`config.mk`:
```
export PLATFORM = sky130hd
export DESIGN_NAME = plic_tl_arbiter_flat
export DESIGN_NICKNAME = d
export VERILOG_FILES = /design/src/rtl/plic_tl_arbiter_if.sv /design/src/rtl/plic_tl_arbiter.sv /design/src/flat_wrapper.sv
export SDC_FILE = /design/constraint.sdc
export NUM_CORES = 1
export LEC_CHECK = 0
export CORE_AREA = 2 2 242 244
export CTS_BUF_LIST = sky130_fd_sc_hd__clkbuf_16
export DETAILED_ROUTE_END_ITERATION = 8
export DIE_AREA = 0 0 244 246
export DONT_BUFFER_PORTS = 1
export GPL_TIMING_DRIVEN = 0
export SETUP_SLACK_MARGIN = 0.05
export SLEW_MARGIN = 20
export SYNTH_ARGS = -nofsm -noshare
export SYNTH_HDL_FRONTEND = slang
export SYNTH_SLANG_ARGS = --single-unit
export TNS_END_PERCENT = 10
```
`constraint.sdc`:
```
create_clock -name i_clk -period 6.5 [get_ports i_clk]
set_input_delay 0.325 -clock i_clk [delete_from_list [all_inputs] [get_ports i_clk]]
set_output_delay 0.325 -clock i_clk [all_outputs]
set_load 0.1 [all_outputs]
```
`src/rtl/plic_tl_arbiter_if.sv`:
```
// Two-requester TileLink-UL A/D bundle seen by the PLIC front-end arbiter.
// Handshake: a beat transfers on a rising clock edge where valid && ready; once raised, valid and payload are held until that edge.
interface plic_tl_arbiter_if;
  logic [1:0]       in_a_valid;
  logic [1:0]       in_a_ready;
  logic [1:0][2:0]  in_a_opcode;
  logic [1:0][2:0]  in_a_param;
  logic [1:0][1:0]  in_a_size;
  logic [1:0][10:0] in_a_source;
  logic [1:0][27:0] in_a_address;
  logic [1:0][7:0]  in_a_mask;
  logic [1:0][63:0] in_a_data;
  logic [1:0]       in_a_corrupt;

  logic [1:0]       in_d_valid;
  logic [1:0]       in_d_ready;
  logic [1:0][2:0]  in_d_opcode;
  logic [1:0][1:0]  in_d_size;
  logic [1:0][10:0] in_d_source;
  logic [1:0][63:0] in_d_data;

  logic             out_a_valid;
  logic             out_a_ready;
  logic [2:0]       out_a_opcode;
  logic [2:0]       out_a_param;
  logic [1:0]       out_a_size;
  logic [10:0]      out_a_source;
  logic [27:0]      out_a_address;
  logic [7:0]       out_a_mask;
  logic [63:0]      out_a_data;
  logic             out_a_corrupt;

  logic             out_d_valid;
  logic             out_d_ready;
  logic [2:0]       out_d_opcode;
  logic [1:0]       out_d_size;
  logic [10:0]      out_d_source;
  logic [63:0]      out_d_data;

  modport slave (
    input  in_a_valid, in_a_opcode, in_a_param, in_a_size, in_a_source,
           in_a_address, in_a_mask, in_a_data, in_a_corrupt,
    output in_a_ready,
    output in_d_valid, in_d_opcode, in_d_size, in_d_source, in_d_data,
    input  in_d_ready,
    output out_a_valid, out_a_opcode, out_a_param, out_a_size, out_a_source,
           out_a_address, out_a_mask, out_a_data, out_a_corrupt,
    input  out_a_ready,
    input  out_d_valid, out_d_opcode, out_d_size, out_d_source, out_d_data,
    output out_d_ready
  );

  modport master (
    output in_a_valid, in_a_opcode, in_a_param, in_a_size, in_a_source,
           in_a_address, in_a_mask, in_a_data, in_a_corrupt,
    input  in_a_ready,
    input  in_d_valid, in_d_opcode, in_d_size, in_d_source, in_d_data,
    output in_d_ready,
    input  out_a_valid, out_a_opcode, out_a_param, out_a_size, out_a_source,
           out_a_address, out_a_mask, out_a_data, out_a_corrupt,
    output out_a_ready,
    output out_d_valid, out_d_opcode, out_d_size, out_d_source, out_d_data,
    input  out_d_ready
  );
endinterface

```
`src/rtl/plic_tl_arbiter.sv`:
```
// Round-robin 2:1 TileLink A-channel arbiter in front of the PLIC, with an
// in-order FIFO of grant ids that steers each D response back to its issuer.
module plic_tl_arbiter #(
  parameter int DEPTH = 4
) (
  input  logic                     i_clk,
  input  logic                     i_rst,
  plic_tl_arbiter_if.slave         io_bus,
  output logic [$clog2(DEPTH):0]   o_outstanding,
  output logic                     o_err,
  output logic                     o_dbg_state
);
  localparam int PW = $clog2(DEPTH);
  localparam int CW = PW + 1;
  localparam logic [CW-1:0] FULL_CNT = CW'(DEPTH);

  typedef enum logic {ST_OPEN, ST_LOCKED} lock_state_t;

  lock_state_t   r_state, w_state_nxt;
  logic          r_lock_id, w_lock_id_nxt;
  logic          r_rr;
  logic          r_fifo [DEPTH];
  logic [PW-1:0] r_wr_ptr, r_rd_ptr;
  logic [CW-1:0] r_count;
  logic          r_err;

  logic w_full, w_empty, w_grant, w_a_valid, w_a_fire;
  logic w_head, w_d_fire, w_d_drop;

  assign w_full  = (r_count == FULL_CNT);
  assign w_empty = (r_count == '0);

  // A stalled grant stays with its requester until it fires.
  always_comb begin
    w_grant = io_bus.in_a_valid[1];
    if (r_state == ST_LOCKED)
      w_grant = r_lock_id;
    else if (&io_bus.in_a_valid)
      w_grant = r_rr;
  end

  always_comb begin
    w_state_nxt   = ST_OPEN;
    w_lock_id_nxt = r_lock_id;
    if (w_a_valid && !io_bus.out_a_ready) begin
      w_state_nxt   = ST_LOCKED;
      w_lock_id_nxt = w_grant;
    end
  end

  assign w_a_valid = io_bus.in_a_valid[w_grant] && !w_full && !i_rst;
  assign w_a_fire  = w_a_valid && io_bus.out_a_ready;

  assign io_bus.out_a_valid   = w_a_valid;
  assign io_bus.in_a_ready    = {w_grant, ~w_grant} &
                                {2{io_bus.out_a_ready && !w_full && !i_rst}};
  assign io_bus.out_a_opcode  = io_bus.in_a_opcode[w_grant];
  assign io_bus.out_a_param   = io_bus.in_a_param[w_grant];
  assign io_bus.out_a_size    = io_bus.in_a_size[w_grant];
  assign io_bus.out_a_source  = io_bus.in_a_source[w_grant];
  assign io_bus.out_a_address = io_bus.in_a_address[w_grant];
  assign io_bus.out_a_mask    = io_bus.in_a_mask[w_grant];
  assign io_bus.out_a_data    = io_bus.in_a_data[w_grant];
  assign io_bus.out_a_corrupt = io_bus.in_a_corrupt[w_grant];

  // With nothing outstanding a D beat is swallowed and flagged as an error.
  assign w_head   = r_fifo[r_rd_ptr];
  assign w_d_fire = io_bus.out_d_valid && io_bus.out_d_ready && !w_empty;
  assign w_d_drop = io_bus.out_d_valid && w_empty;

  assign io_bus.in_d_valid   = {w_head, ~w_head} &
                               {2{io_bus.out_d_valid && !w_empty && !i_rst}};
  assign io_bus.out_d_ready  = !i_rst && (w_empty || io_bus.in_d_ready[w_head]);
  assign io_bus.in_d_opcode  = {2{io_bus.out_d_opcode}};
  assign io_bus.in_d_size    = {2{io_bus.out_d_size}};
  assign io_bus.in_d_source  = {2{io_bus.out_d_source}};
  assign io_bus.in_d_data    = {2{io_bus.out_d_data}};

  always_ff @(posedge i_clk or posedge i_rst) begin
    if (i_rst) begin
      r_state   <= ST_OPEN;
      r_lock_id <= 1'b0;
      r_rr      <= 1'b0;
      r_wr_ptr  <= '0;
      r_rd_ptr  <= '0;
      r_count   <= '0;
      r_err     <= 1'b0;
    end else begin
      r_state   <= w_state_nxt;
      r_lock_id <= w_lock_id_nxt;
      if (w_a_fire) begin
        r_rr     <= ~w_grant;
        r_wr_ptr <= r_wr_ptr + PW'(1);
      end
      if (w_d_fire)
        r_rd_ptr <= r_rd_ptr + PW'(1);
      r_count <= r_count + CW'(w_a_fire) - CW'(w_d_fire);
      if (w_d_drop)
        r_err <= 1'b1;
    end
  end

  always_ff @(posedge i_clk) begin
    if (w_a_fire)
      r_fifo[r_wr_ptr] <= w_grant;
  end

  assign o_outstanding = r_count;
  assign o_err         = r_err;
  assign o_dbg_state   = (r_state == ST_LOCKED);
endmodule
```
`src/flat_wrapper.sv`:
```
// flat-port wrapper written by rule: the top's interface ports become plain ports
module plic_tl_arbiter_flat 
#(
  parameter int DEPTH = 4
)
  (i_clk, i_rst, o_outstanding, o_err, o_dbg_state, io_bus_in_a_valid, io_bus_in_a_opcode, io_bus_in_a_param, io_bus_in_a_size, io_bus_in_a_source, io_bus_in_a_address, io_bus_in_a_mask, io_bus_in_a_data, io_bus_in_a_corrupt, io_bus_in_a_ready, io_bus_in_d_valid, io_bus_in_d_opcode, io_bus_in_d_size, io_bus_in_d_source, io_bus_in_d_data, io_bus_in_d_ready, io_bus_out_a_valid, io_bus_out_a_opcode, io_bus_out_a_param, io_bus_out_a_size, io_bus_out_a_source, io_bus_out_a_address, io_bus_out_a_mask, io_bus_out_a_data, io_bus_out_a_corrupt, io_bus_out_a_ready, io_bus_out_d_valid, io_bus_out_d_opcode, io_bus_out_d_size, io_bus_out_d_source, io_bus_out_d_data, io_bus_out_d_ready);
  plic_tl_arbiter_if io_bus_i ();
  input  logic i_clk;
  input  logic i_rst;
  output logic [$clog2(DEPTH):0] o_outstanding;
  output logic o_err;
  output logic o_dbg_state;
  input wire logic [$bits(io_bus_i.in_a_valid)-1:0] io_bus_in_a_valid;
  input wire logic [$bits(io_bus_i.in_a_opcode)-1:0] io_bus_in_a_opcode;
  input wire logic [$bits(io_bus_i.in_a_param)-1:0] io_bus_in_a_param;
  input wire logic [$bits(io_bus_i.in_a_size)-1:0] io_bus_in_a_size;
  input wire logic [$bits(io_bus_i.in_a_source)-1:0] io_bus_in_a_source;
  input wire logic [$bits(io_bus_i.in_a_address)-1:0] io_bus_in_a_address;
  input wire logic [$bits(io_bus_i.in_a_mask)-1:0] io_bus_in_a_mask;
  input wire logic [$bits(io_bus_i.in_a_data)-1:0] io_bus_in_a_data;
  input wire logic [$bits(io_bus_i.in_a_corrupt)-1:0] io_bus_in_a_corrupt;
  output wire logic [$bits(io_bus_i.in_a_ready)-1:0] io_bus_in_a_ready;
  output wire logic [$bits(io_bus_i.in_d_valid)-1:0] io_bus_in_d_valid;
  output wire logic [$bits(io_bus_i.in_d_opcode)-1:0] io_bus_in_d_opcode;
  output wire logic [$bits(io_bus_i.in_d_size)-1:0] io_bus_in_d_size;
  output wire logic [$bits(io_bus_i.in_d_source)-1:0] io_bus_in_d_source;
  output wire logic [$bits(io_bus_i.in_d_data)-1:0] io_bus_in_d_data;
  input wire logic [$bits(io_bus_i.in_d_ready)-1:0] io_bus_in_d_ready;
  output wire logic [$bits(io_bus_i.out_a_valid)-1:0] io_bus_out_a_valid;
  output wire logic [$bits(io_bus_i.out_a_opcode)-1:0] io_bus_out_a_opcode;
  output wire logic [$bits(io_bus_i.out_a_param)-1:0] io_bus_out_a_param;
  output wire logic [$bits(io_bus_i.out_a_size)-1:0] io_bus_out_a_size;
  output wire logic [$bits(io_bus_i.out_a_source)-1:0] io_bus_out_a_source;
  output wire logic [$bits(io_bus_i.out_a_address)-1:0] io_bus_out_a_address;
  output wire logic [$bits(io_bus_i.out_a_mask)-1:0] io_bus_out_a_mask;
  output wire logic [$bits(io_bus_i.out_a_data)-1:0] io_bus_out_a_data;
  output wire logic [$bits(io_bus_i.out_a_corrupt)-1:0] io_bus_out_a_corrupt;
  input wire logic [$bits(io_bus_i.out_a_ready)-1:0] io_bus_out_a_ready;
  input wire logic [$bits(io_bus_i.out_d_valid)-1:0] io_bus_out_d_valid;
  input wire logic [$bits(io_bus_i.out_d_opcode)-1:0] io_bus_out_d_opcode;
  input wire logic [$bits(io_bus_i.out_d_size)-1:0] io_bus_out_d_size;
  input wire logic [$bits(io_bus_i.out_d_source)-1:0] io_bus_out_d_source;
  input wire logic [$bits(io_bus_i.out_d_data)-1:0] io_bus_out_d_data;
  output wire logic [$bits(io_bus_i.out_d_ready)-1:0] io_bus_out_d_ready;
  assign io_bus_i.in_a_valid = io_bus_in_a_valid;
  assign io_bus_i.in_a_opcode = io_bus_in_a_opcode;
  assign io_bus_i.in_a_param = io_bus_in_a_param;
  assign io_bus_i.in_a_size = io_bus_in_a_size;
  assign io_bus_i.in_a_source = io_bus_in_a_source;
  assign io_bus_i.in_a_address = io_bus_in_a_address;
  assign io_bus_i.in_a_mask = io_bus_in_a_mask;
  assign io_bus_i.in_a_data = io_bus_in_a_data;
  assign io_bus_i.in_a_corrupt = io_bus_in_a_corrupt;
  assign io_bus_in_a_ready = io_bus_i.in_a_ready;
  assign io_bus_in_d_valid = io_bus_i.in_d_valid;
  assign io_bus_in_d_opcode = io_bus_i.in_d_opcode;
  assign io_bus_in_d_size = io_bus_i.in_d_size;
  assign io_bus_in_d_source = io_bus_i.in_d_source;
  assign io_bus_in_d_data = io_bus_i.in_d_data;
  assign io_bus_i.in_d_ready = io_bus_in_d_ready;
  assign io_bus_out_a_valid = io_bus_i.out_a_valid;
  assign io_bus_out_a_opcode = io_bus_i.out_a_opcode;
  assign io_bus_out_a_param = io_bus_i.out_a_param;
  assign io_bus_out_a_size = io_bus_i.out_a_size;
  assign io_bus_out_a_source = io_bus_i.out_a_source;
  assign io_bus_out_a_address = io_bus_i.out_a_address;
  assign io_bus_out_a_mask = io_bus_i.out_a_mask;
  assign io_bus_out_a_data = io_bus_i.out_a_data;
  assign io_bus_out_a_corrupt = io_bus_i.out_a_corrupt;
  assign io_bus_i.out_a_ready = io_bus_out_a_ready;
  assign io_bus_i.out_d_valid = io_bus_out_d_valid;
  assign io_bus_i.out_d_opcode = io_bus_out_d_opcode;
  assign io_bus_i.out_d_size = io_bus_out_d_size;
  assign io_bus_i.out_d_source = io_bus_out_d_source;
  assign io_bus_i.out_d_data = io_bus_out_d_data;
  assign io_bus_out_d_ready = io_bus_i.out_d_ready;
  plic_tl_arbiter #(.DEPTH(DEPTH)) u_core (.i_clk(i_clk), .i_rst(i_rst), .io_bus(io_bus_i), .o_outstanding(o_outstanding), .o_err(o_err), .o_dbg_state(o_dbg_state));
endmodule
```
==> parameters.txt <==
Parameter                              Value

Critical path
  Kind of start point of the critical path    flop
  Largest fanout on the critical path    14
  Maximum cell stage delay along the critical path    990 ps
  Reg-to-reg critical path startpoint    u_core.o_outstanding[2]
  Data arrival at the endpoint of the critical path    3020 ps
  R2r endpoint    u_core.o_outstanding[1]
  Worst setup EP type    primary output
  CP max-delay cell    dfrtp_1
  FF-to-FF setup slack    3380 ps
  Data required time of the critical path    6170 ps
  Category of the most critical setup path    flop to primary output
  Worst path cell trace    nor2b_1 > a22o_1 > buf_6 > buf_6 > buf_6 > nor2_2
  Cell repeated most along the worst path    buf_6
  Reg2reg path depth    7

Clock network
  Bufs on Longest Clock Path    2
  Master cell of the clock root buffer    clkbuf_16
  Postcts setup bufs    0
  CTS Sinks    15
  CTS clk-pin slew, worst paths    50 ps
  Number of H-tree levels    1
  Number of CTS-inserted buffers    3
  CTS tree    done
  Number of cells upsized or downsized after cts    0
  Clock latency on the worst-skew pair    250 ps
  Hold_buf cts    0

Placement
  Routability congestion estimate    0.821
  Post-detail-place hpwl    16200 um
  Worst setup slack before clock tree synthesis    3270 ps
  Count of buffers from port buffering    0

Route
  DRC violations left    0
  Router iterations before antenna repair    4
  Via/cell ratio    2.34
  Final ANT Viol Nets    0
  Total routed wirelength    17300 um
  Vias after detailed routing    2691
  Post-DR wirelength/cell    15.1 um
  DRT iter0 DRCs    82

GRT
  First-pass GRT wire length    19400 um
  Number of antenna violations at the first check in global routing    11
  Via count of the first global-routing pass    2549
  Global Route met1 Usage    5.37%
  Busiest layer in global routing    met2
  Met2 routing resource usage after global routing    7.70%
  Pin count of the biggest net entering global routing    14
  Gr usage total    4.72%
  Met3 usage    1.53%
  Global route total overflow    0

Synthesis
  Most area-consuming cells after synthesis    buf_4 33%, mux2_2 23%, mux2_4 19%
  Synth Instances    369
  Average size of a mapped cell    10.0 sq um
  Synthesized Nets    704
  Synthesis Warnings    0
  Post-synthesis sequential area ratio    10.7%
  Top cell type by total area after synthesis    buf_4
  Post-synthesis cell type count    32
  Area share of the largest cell type after synthesis    32.5%
  Synthesized flop and latch total    15
  Post-Syn Area    3690 sq um

Floorplan
  Initial core utilization    6.43%
  Number of top-level pins    619
  Floorplan die width    244 um
  Die outline area    60000 sq um
  Die height    246 um
  Core ar.    57400 sq um
  Core Rows    88

Layout
  End-of-flow core utilization    8.34%
  Share of layout cells above drive strength 1    81.8%
  Number of nets in the final layout    709
  Layout overhead on the synthesized area    29.6%

Min path
  Min-Delay Path Class    input port to async pin

STA
  RSZ-0062 raised after global routing    false
  Actual transition at the worst max-transition pin    1090 ps
  Fin Setup TNS    0 ps
  F_max    0.299 GHz
  Crit share post-route    51.4%
  Worst relative slew slack    27.6%
  Minimum period implied by the final worst setup slack    3340 ps
  Setup clock skew after layout    1.78 ps
  Final setup fails    0
  Total count of max-transition violations in the final report    0
  Setup WS post-layout    3160 ps
  Final Hold Viols    0

Pwr
  Power density of the placed cells    541 nW/um^2
  Static leakage power    1.94 nW
  Maximum vdd ir drop    0.000216 V

Status
  Result of the run    completed

Run
  Number of maximum-capacitance constraint violations    0
## synth_stat cells, drive strengths merged
master	number
a22o	1
a21oi	2
inv	9
nand3	2
dfrtp	11
edfxtp	4
mux2	121
nor2b	2
fa	1
nand2b	1
a32o	1
xnor2	2
a31oi	2
buf	175
nor3b	1
and3b	1
xor2	2
o21ai	1
a211oi	1
and2	5
nor2	4
a211o	1
ha	6
or3	1
mux2i	6
and3	3
nand2	1
o31ai	1
o21bai	1
## cell usage in the layout (no fill, tap or decap), types with 2 or more instances in the layout
cell type and count:
xor2_1 2, inv_1 9, ha_1 6, mux2_2 75, mux2i_1 6, xnor2_1 2, dfrtp_1 11, and3_1 3
diode_2 10, nor2_1 2, edfxtp_1 4, a31oi_1 2, buf_6 8, mux2_4 46, buf_2 7, nand3_1 2
clkbuf_16 3, and2_1 5, buf_4 160
## layer usage
metal,vias up,part of all wire (%)
li1,1106,-
met1,1270,33
met2,297,50
met3,18,13
met4,0,4.2
met5,-,0
## final cells by class
cell class / instances / area [sq um]
Multi-Input combinational cell: 170 / 1960
Antenna cell: 10 / 25.0
Buffer: 175 / 1330
Tap cell: 765 / 957
Fill cell: 6653 / 52600
Clock inverter: 1 / 5.00
Sequential cell: 15 / 395
Inverter: 9 / 33.8
Clock buffer: 3 / 75.1
## sequential cells by signal, summed over array words and instances, names as in the netlist
register              cells
u_core.r_wr_ptr           2
u_core.o_err              1
u_core.r_fifo             4
u_core.r_rr               1
u_core.o_dbg_state        1
u_core.r_rd_ptr           2
u_core.r_lock_id          1
u_core.o_outstanding      3
## worst max path at each step
stage	from	to	cells after the start
floorplan	u_core.o_dbg_state	io_bus_in_a_ready[0]	6
global placement	u_core.o_outstanding[2]	io_bus_in_d_valid[1]	3
detailed placement	u_core.o_outstanding[2]	u_core.o_outstanding[1]	7
CTS	u_core.o_dbg_state	io_bus_in_a_ready[1]	5
global route	u_core.o_dbg_state	io_bus_in_a_ready[1]	5
finish	u_core.o_dbg_state	io_bus_in_a_ready[0]	6
## report_power, final
part	switching, W	total, W	internal, W
sequential	0.000144	0.000277	0.000132
combinational	0.00180	0.00219	0.000383
clock	0.0000409	0.000123	0.0000824
total	0.00199	0.00259	0.000597
## worst max-delay path: cells and delay by family (launching register included)
family,cells,cell delay (ps)
compound gates,1,240
flops,1,990
simple gates,2,990
buf+inv,3,490
## through the flow
step	power (W)	instances	hold slack, ps	cell area (sq um)
6_report	0.00259	1148	3.96	4780
5_1_grt	0.00265	1146	57.4	4780
4_1_cts	0.00260	1138	18.5	4760
3_5_place_dp	0.00248	1134	291	4680
3_3_place_gp	0.00245	1134	262	4650
2_1_floorplan	0.00231	369	185	3690
## cell families (layout without fill, tap and decap cells)
logic type,count (synthesis),count (layout),synth area share (%)
simple gates,21,21,3.25
compound gates,11,11,2.44
mux,127,127,43.2
other cells,0,10,0
buf+inv,184,188,36.8
xor+xnor,4,4,0.949
flops,15,15,10.7
fa+ha+maj,7,7,2.58
(Power assumes the default switching activity.)
